### src/rtl/z3_master_cycle.sv
// Zorro III bus-master cycle sequencer for the NCR 53C710 DMA path.
// Ports: CLK/RST; BMASTER grant; req + req_addr/req_read/req_siz from the NCR;
//   async DTACK_n/BERR_n in; ADDR_OE, FCS_n, DS_n[3:0], DOE, READ_OUT drive Zorro;
//   data_latch/done/berr are one-cycle pulses back to the NCR; busy = not idle.
module z3_master_cycle #(
    parameter int ADDR_SETUP  = 1,
    parameter int TIMEOUT     = 255,
    parameter int SYNC_STAGES = 2
) (
    input  logic       CLK,
    input  logic       RST,
    input  logic       BMASTER,
    input  logic       req,
    input  logic [1:0] req_addr,
    input  logic       req_read,
    input  logic [1:0] req_siz,
    input  logic       DTACK_n,
    input  logic       BERR_n,
    output logic       ADDR_OE,
    output logic       FCS_n,
    output logic [3:0] DS_n,
    output logic       DOE,
    output logic       READ_OUT,
    output logic       data_latch,
    output logic       done,
    output logic       berr,
    output logic       busy
);

    typedef enum logic [2:0] {
        S_IDLE, S_ADDR, S_STROBE, S_DATA, S_TERM, S_REL
    } state_t;

    localparam logic [7:0] SETUP_LAST = 8'(ADDR_SETUP - 1);
    localparam logic [7:0] TO_LAST    = 8'(TIMEOUT);

    state_t                 state_q, state_d;
    logic [7:0]             cnt_q;
    logic                   rd_q;
    logic [3:0]             lanes_q, lanes_d;
    logic                   err_q, err_d;
    logic [SYNC_STAGES-1:0] dt_sync_q, be_sync_q;
    logic                   dt_s, be_s;

    assign dt_s = dt_sync_q[SYNC_STAGES-1];
    assign be_s = be_sync_q[SYNC_STAGES-1];

    // Async Zorro handshakes pass through a flop chain before the FSM looks at them.
    always_ff @(posedge CLK) begin
        if (RST) begin
            dt_sync_q <= '1;
            be_sync_q <= '1;
        end else begin
            dt_sync_q[0] <= DTACK_n;
            be_sync_q[0] <= BERR_n;
            for (int i = 1; i < SYNC_STAGES; i++) begin
                dt_sync_q[i] <= dt_sync_q[i-1];
                be_sync_q[i] <= be_sync_q[i-1];
            end
        end
    end

    // Byte lane i (DS_n[3-i]) is active for o <= i < o+n; lanes past 3 fall off.
    always_comb begin
        logic [2:0] n;
        lanes_d = '0;
        n = (req_siz == 2'd0) ? 3'd4 : {1'b0, req_siz};
        for (int i = 0; i < 4; i++) begin
            lanes_d[3-i] = (3'(i) >= {1'b0, req_addr}) &&
                           (3'(i) < ({1'b0, req_addr} + n));
        end
    end

    always_ff @(posedge CLK) begin
        if (RST) begin
            state_q <= S_IDLE;
        end else begin
            state_q <= state_d;
        end
    end

    always_comb begin
        state_d = state_q;
        err_d   = err_q;
        unique case (state_q)
            S_IDLE: begin
                if (req && BMASTER) begin
                    state_d = S_ADDR;
                    err_d   = 1'b0;
                end
            end
            S_ADDR: begin
                if (!BMASTER) begin
                    state_d = S_TERM;
                    err_d   = 1'b1;
                end else if (cnt_q == SETUP_LAST) begin
                    state_d = S_STROBE;
                end
            end
            S_STROBE: begin
                if (!BMASTER) begin
                    state_d = S_TERM;
                    err_d   = 1'b1;
                end else begin
                    state_d = S_DATA;
                end
            end
            S_DATA: begin
                // Grant loss and BERR outrank DTACK; DTACK outranks timeout.
                if (!BMASTER || !be_s) begin
                    state_d = S_TERM;
                    err_d   = 1'b1;
                end else if (!dt_s) begin
                    state_d = S_TERM;
                    err_d   = 1'b0;
                end else if (cnt_q == TO_LAST) begin
                    state_d = S_TERM;
                    err_d   = 1'b1;
                end
            end
            S_TERM: state_d = S_REL;
            S_REL: begin
                if (!req && dt_s) begin
                    state_d = S_IDLE;
                end
            end
            default: state_d = S_IDLE;
        endcase
    end

    // The counter restarts on every state change: setup count in ADDR,
    // timeout count in DATA.
    always_ff @(posedge CLK) begin
        if (RST) begin
            cnt_q   <= '0;
            rd_q    <= 1'b0;
            lanes_q <= '0;
            err_q   <= 1'b0;
        end else begin
            cnt_q <= (state_d != state_q) ? 8'd0 : cnt_q + 8'd1;
            err_q <= err_d;
            if (state_q == S_IDLE && state_d == S_ADDR) begin
                rd_q    <= req_read;
                lanes_q <= lanes_d;
            end
        end
    end

    always_comb begin
        ADDR_OE    = 1'b0;
        FCS_n      = 1'b1;
        DS_n       = 4'hF;
        DOE        = 1'b0;
        READ_OUT   = 1'b1;
        data_latch = 1'b0;
        done       = 1'b0;
        berr       = 1'b0;
        busy       = (state_q != S_IDLE);
        unique case (state_q)
            S_ADDR: begin
                ADDR_OE  = 1'b1;
                READ_OUT = rd_q;
            end
            S_STROBE, S_DATA: begin
                ADDR_OE  = 1'b1;
                READ_OUT = rd_q;
                FCS_n    = 1'b0;
                DS_n     = ~lanes_q;
                DOE      = 1'b1;
            end
            S_TERM: begin
                ADDR_OE    = 1'b1;
                READ_OUT   = rd_q;
                done       = !err_q;
                berr       = err_q;
                data_latch = !err_q && rd_q;
            end
            default: ;
        endcase
    end

endmodule
### config.mk
export PLATFORM = sky130hd
export DESIGN_NAME = z3_master_cycle
export DESIGN_NICKNAME = d
export VERILOG_FILES = /design/src/rtl/z3_master_cycle.sv
export SDC_FILE = /design/constraint.sdc
export NUM_CORES = 1
export LEC_CHECK = 0
export ABC_AREA = 1
export CAP_MARGIN = 20
export CELL_PAD_IN_SITES_DETAIL_PLACEMENT = 1
export CELL_PAD_IN_SITES_GLOBAL_PLACEMENT = 2
export CORE_MARGIN = 3
export CORE_UTILIZATION = 27
export CTS_CLUSTER_DIAMETER = 120
export CTS_CLUSTER_SIZE = 8
export DETAILED_ROUTE_END_ITERATION = 12
export PLACE_DENSITY = 0.84
export SYNTH_ARGS = -nofsm -noshare
export SYNTH_HDL_FRONTEND = slang
export SYNTH_SLANG_ARGS = --single-unit
### constraint.sdc
create_clock -name CLK -period 1.8 [get_ports CLK]
set_clock_uncertainty 0.15 [all_clocks]
set_input_delay 0.18 -clock CLK [delete_from_list [all_inputs] [get_ports CLK]]
set_output_delay 0.18 -clock CLK [all_outputs]
set_load 0.1 [all_outputs]
==> metrics.yaml <==
async_flop_share_pct: 0
cts_sinks: 21
synthCells: 165
yosysWarningCount: 0
power_w: 0.001539
grt_pass1_wl_um: 5050
clockBufferDepth: 2
relSlewSlack_pct: 80.07
rows: 22
crit_fanout: 6
ys.flop_type: "dfxtp_1"
cts_hold_buffers: 0
die_w_um: 70.87
worstMarginPinSlew_ns: 0.2986
cp-start-kind: "flip-flop"
fin_crit_sh_pct: 98.68
grt_start_max_net_pins: 14
antenna_found_initial: 0
gp_congestion: 0.7986
final_util_pct: 48.64
reg2regPathDepth: 11
ys_seq_area_share_pct: 37.00
clock.fmax_ghz: 0.5630
grt_pass1_vias: 1168
via_per_inst: 4.551
leakage_nw: 0.8344
die_area_um2: 5022
powerDensity_nw_per_um2: 821.2
cts_made_buffers: 3
setup_viol: 0
n_antenna_cell: 0
whs_path_depth: 4
synthDistinctLibCells: 25
yosysMostFrequentCell: "nor2_1"
slew_viol_final: 0
min_from: "req_addr[0]"
dr.pass1.iters: 4
arrival_ns: 1.45
dieHeight_um: 70.87
clk_pin_slew_worst_paths_ns: 0.08
clkLatencyLatePin_ns: 0.26
grt_usage_pct: 12.53
worst_ep_required_time_ns: 1.47
drt-total-wl_um: 3242
core_um2: 3854
worst_ir_drop_vdd_v: 0.0003386
fin_setup_tns_ns: 0
ys_ff_latch: 21
htree_levels: 1
drive_above_1_share_pct: 39.32
fin_crit_ns: 1.776
drtIter0Drc: 46
tritoncts: "yes"
n_fill_cell: 469
r2r-start: "cnt_q[0]"
initial_utilization_pct: 29.48
syn_nets: 180
syn_avg_cell_area_um2: 6.885
timing.final.ws_setup_ns: 0.02379
clock-root-buffer: "clkbuf_8"
hold_end: "lanes_q[3]"
status: "complete, no violations"
place_ws_ns: -0.3169
ys_top_cells_by_count: "nor2_1 (31), inv_1 (29), nand2_1 (29), dfxtp_1 (21), nand3_1 (7)"
ioPinCount: 23
nets: 222
grt_remaining_overflow: 0
port_buffers: 22
synth_edf_count: 0
seq_area_um2: 439.2
grt_setup_unrepaired: "yes"
synth.area.top_cells: "dfxtp_1 (37%), nor2_1 (10%), inv_1 (9.6%), nand2_1 (9.6%), ha_1 (3.3%)"
dpl.hpwl_um: 2403
vias: 1156
rrSetupSlack_ns: 0.05
synth_top_area_share_pct: 37.00
max_cap_viol_count: 0
hold_path.class: "primary input to flip-flop"
hold_viol: 0
drcViolationCount: 0
worstSetupEndpointType: "primary output"
ant_nets: 0
yosys.area.top_type: "dfxtp_1"
synth_area_um2: 1136
wl_per_cell_um: 12.76
worstSetupPathType: "flip-flop to primary output"
r2r-end: "cnt_q[1]"
syn2layout_area_growth_pct: 64.98
multi_input_comb_area_um2: 747.0
how the worst max path moves through the flow:
stage | from | endpoint | slack [ns] | cells past startpoint
2_1_floorplan | state_q[1] | berr | -0.43 | 3
3_3_place_gp | req_addr[0] | lanes_q[1] | -0.20 | 9
3_5_place_dp | req_addr[0] | lanes_q[1] | -0.32 | 9
4_1_cts | state_q[1] | data_latch | 0.006 | 4
5_1_grt | cnt_q[0] | cnt_q[7] | -0.09 | 12
6_report | state_q[1] | data_latch | 0.02 | 4
registers in the layout, summed over array words and instances (netlist names):
name and flops:
err_q 1, cnt_q 8, lanes_q 4, state_q 3, dt_sync_q 2, rd_q 1, be_sync_q 2
worst max-delay path, stage by stage, from the launching register on:
cell and delay (ns):
dfxtp_4 0.37, nor2_2 0.21, nand2_2 0.17, nor3_4 0.21, buf_12 0.21
report_power, final:
part	switching, W	internal [W]
combinational	0.000401	0.000264
clock	0.000163	0.000156
sequential	0.0000485	0.000506
through the flow:
stage               area (um^2)  hold slack (ns)  std cells
global placement           1657           0.2451        243
global route               1874           0.2944        254
CTS                        1755           0.2491        250
finish                     1874           0.2492        254
detailed placement         1657           0.2598        243
floorplan                  1192          0.09907        165
repair_timing:
item	4_1_cts	5_1_grt
cloned	0	0
buffers inserted	3	4
endpoints found under the setup margin	13	17
gates resized for setup	15	25
pin swaps	5	10
cells by family (layout without fill, tap and decap cells):
logic type	Yosys count	in the layout	share of synthesized area (%)
AO/OA/AOI/OAI	16	16	8.811
XOR/XNOR	6	6	4.626
adder cells (fa/ha/maj)	4	4	5.067
buffers and inverters	31	72	10.24
flip-flops	21	21	37.00
AND/OR/NAND/NOR	87	87	34.25
area by class of cell:
class                           instances  area share [%]
Multi-Input combinational cell        113           39.85
Clock inverter                          1          0.4005
Tap cell                               48           3.204
Sequential cell                        21           23.43
Clock buffer                            3           2.203
Timing Repair Buffer                   38           24.43
Inverter                               30           6.475
cell usage in the layout, fill, tap and decap left out, types with 2 or more instances in the layout:
cell,count
inv_1,26
nor2_1,22
nand2_1,19
dfxtp_1,16
buf_4,16
buf_12,12
nand2_2,11
nor2_2,8
clkdlybuf4s50_1,8
a21oi_1,6
nand3_1,5
dfxtp_4,5
nor2_4,4
o21ai_0,4
or2_2,4
nand2_4,3
nand3_2,3
nand4_1,3
nor3_1,3
xor2_1,3
clkbuf_8,3
clkinvlp_4,2
inv_4,2
xnor2_1,2
ha_4,2
dlygate4sd2_1,2
per-layer routing:
layer | up-vias | GRT usage (%) | share of wire, % | routed length, um
li1 | 593 | - | - | -
met1 | 539 | 15.48 | 45 | 1444
met2 | 18 | 21.11 | 50 | 1636
met3 | 6 | 2.841 | 3.0 | 97
met4 | 0 | 4.802 | 1.9 | 63
met5 | - | 0 | 0 | 0
Note: power is estimated with default switching activity, not from simulation.
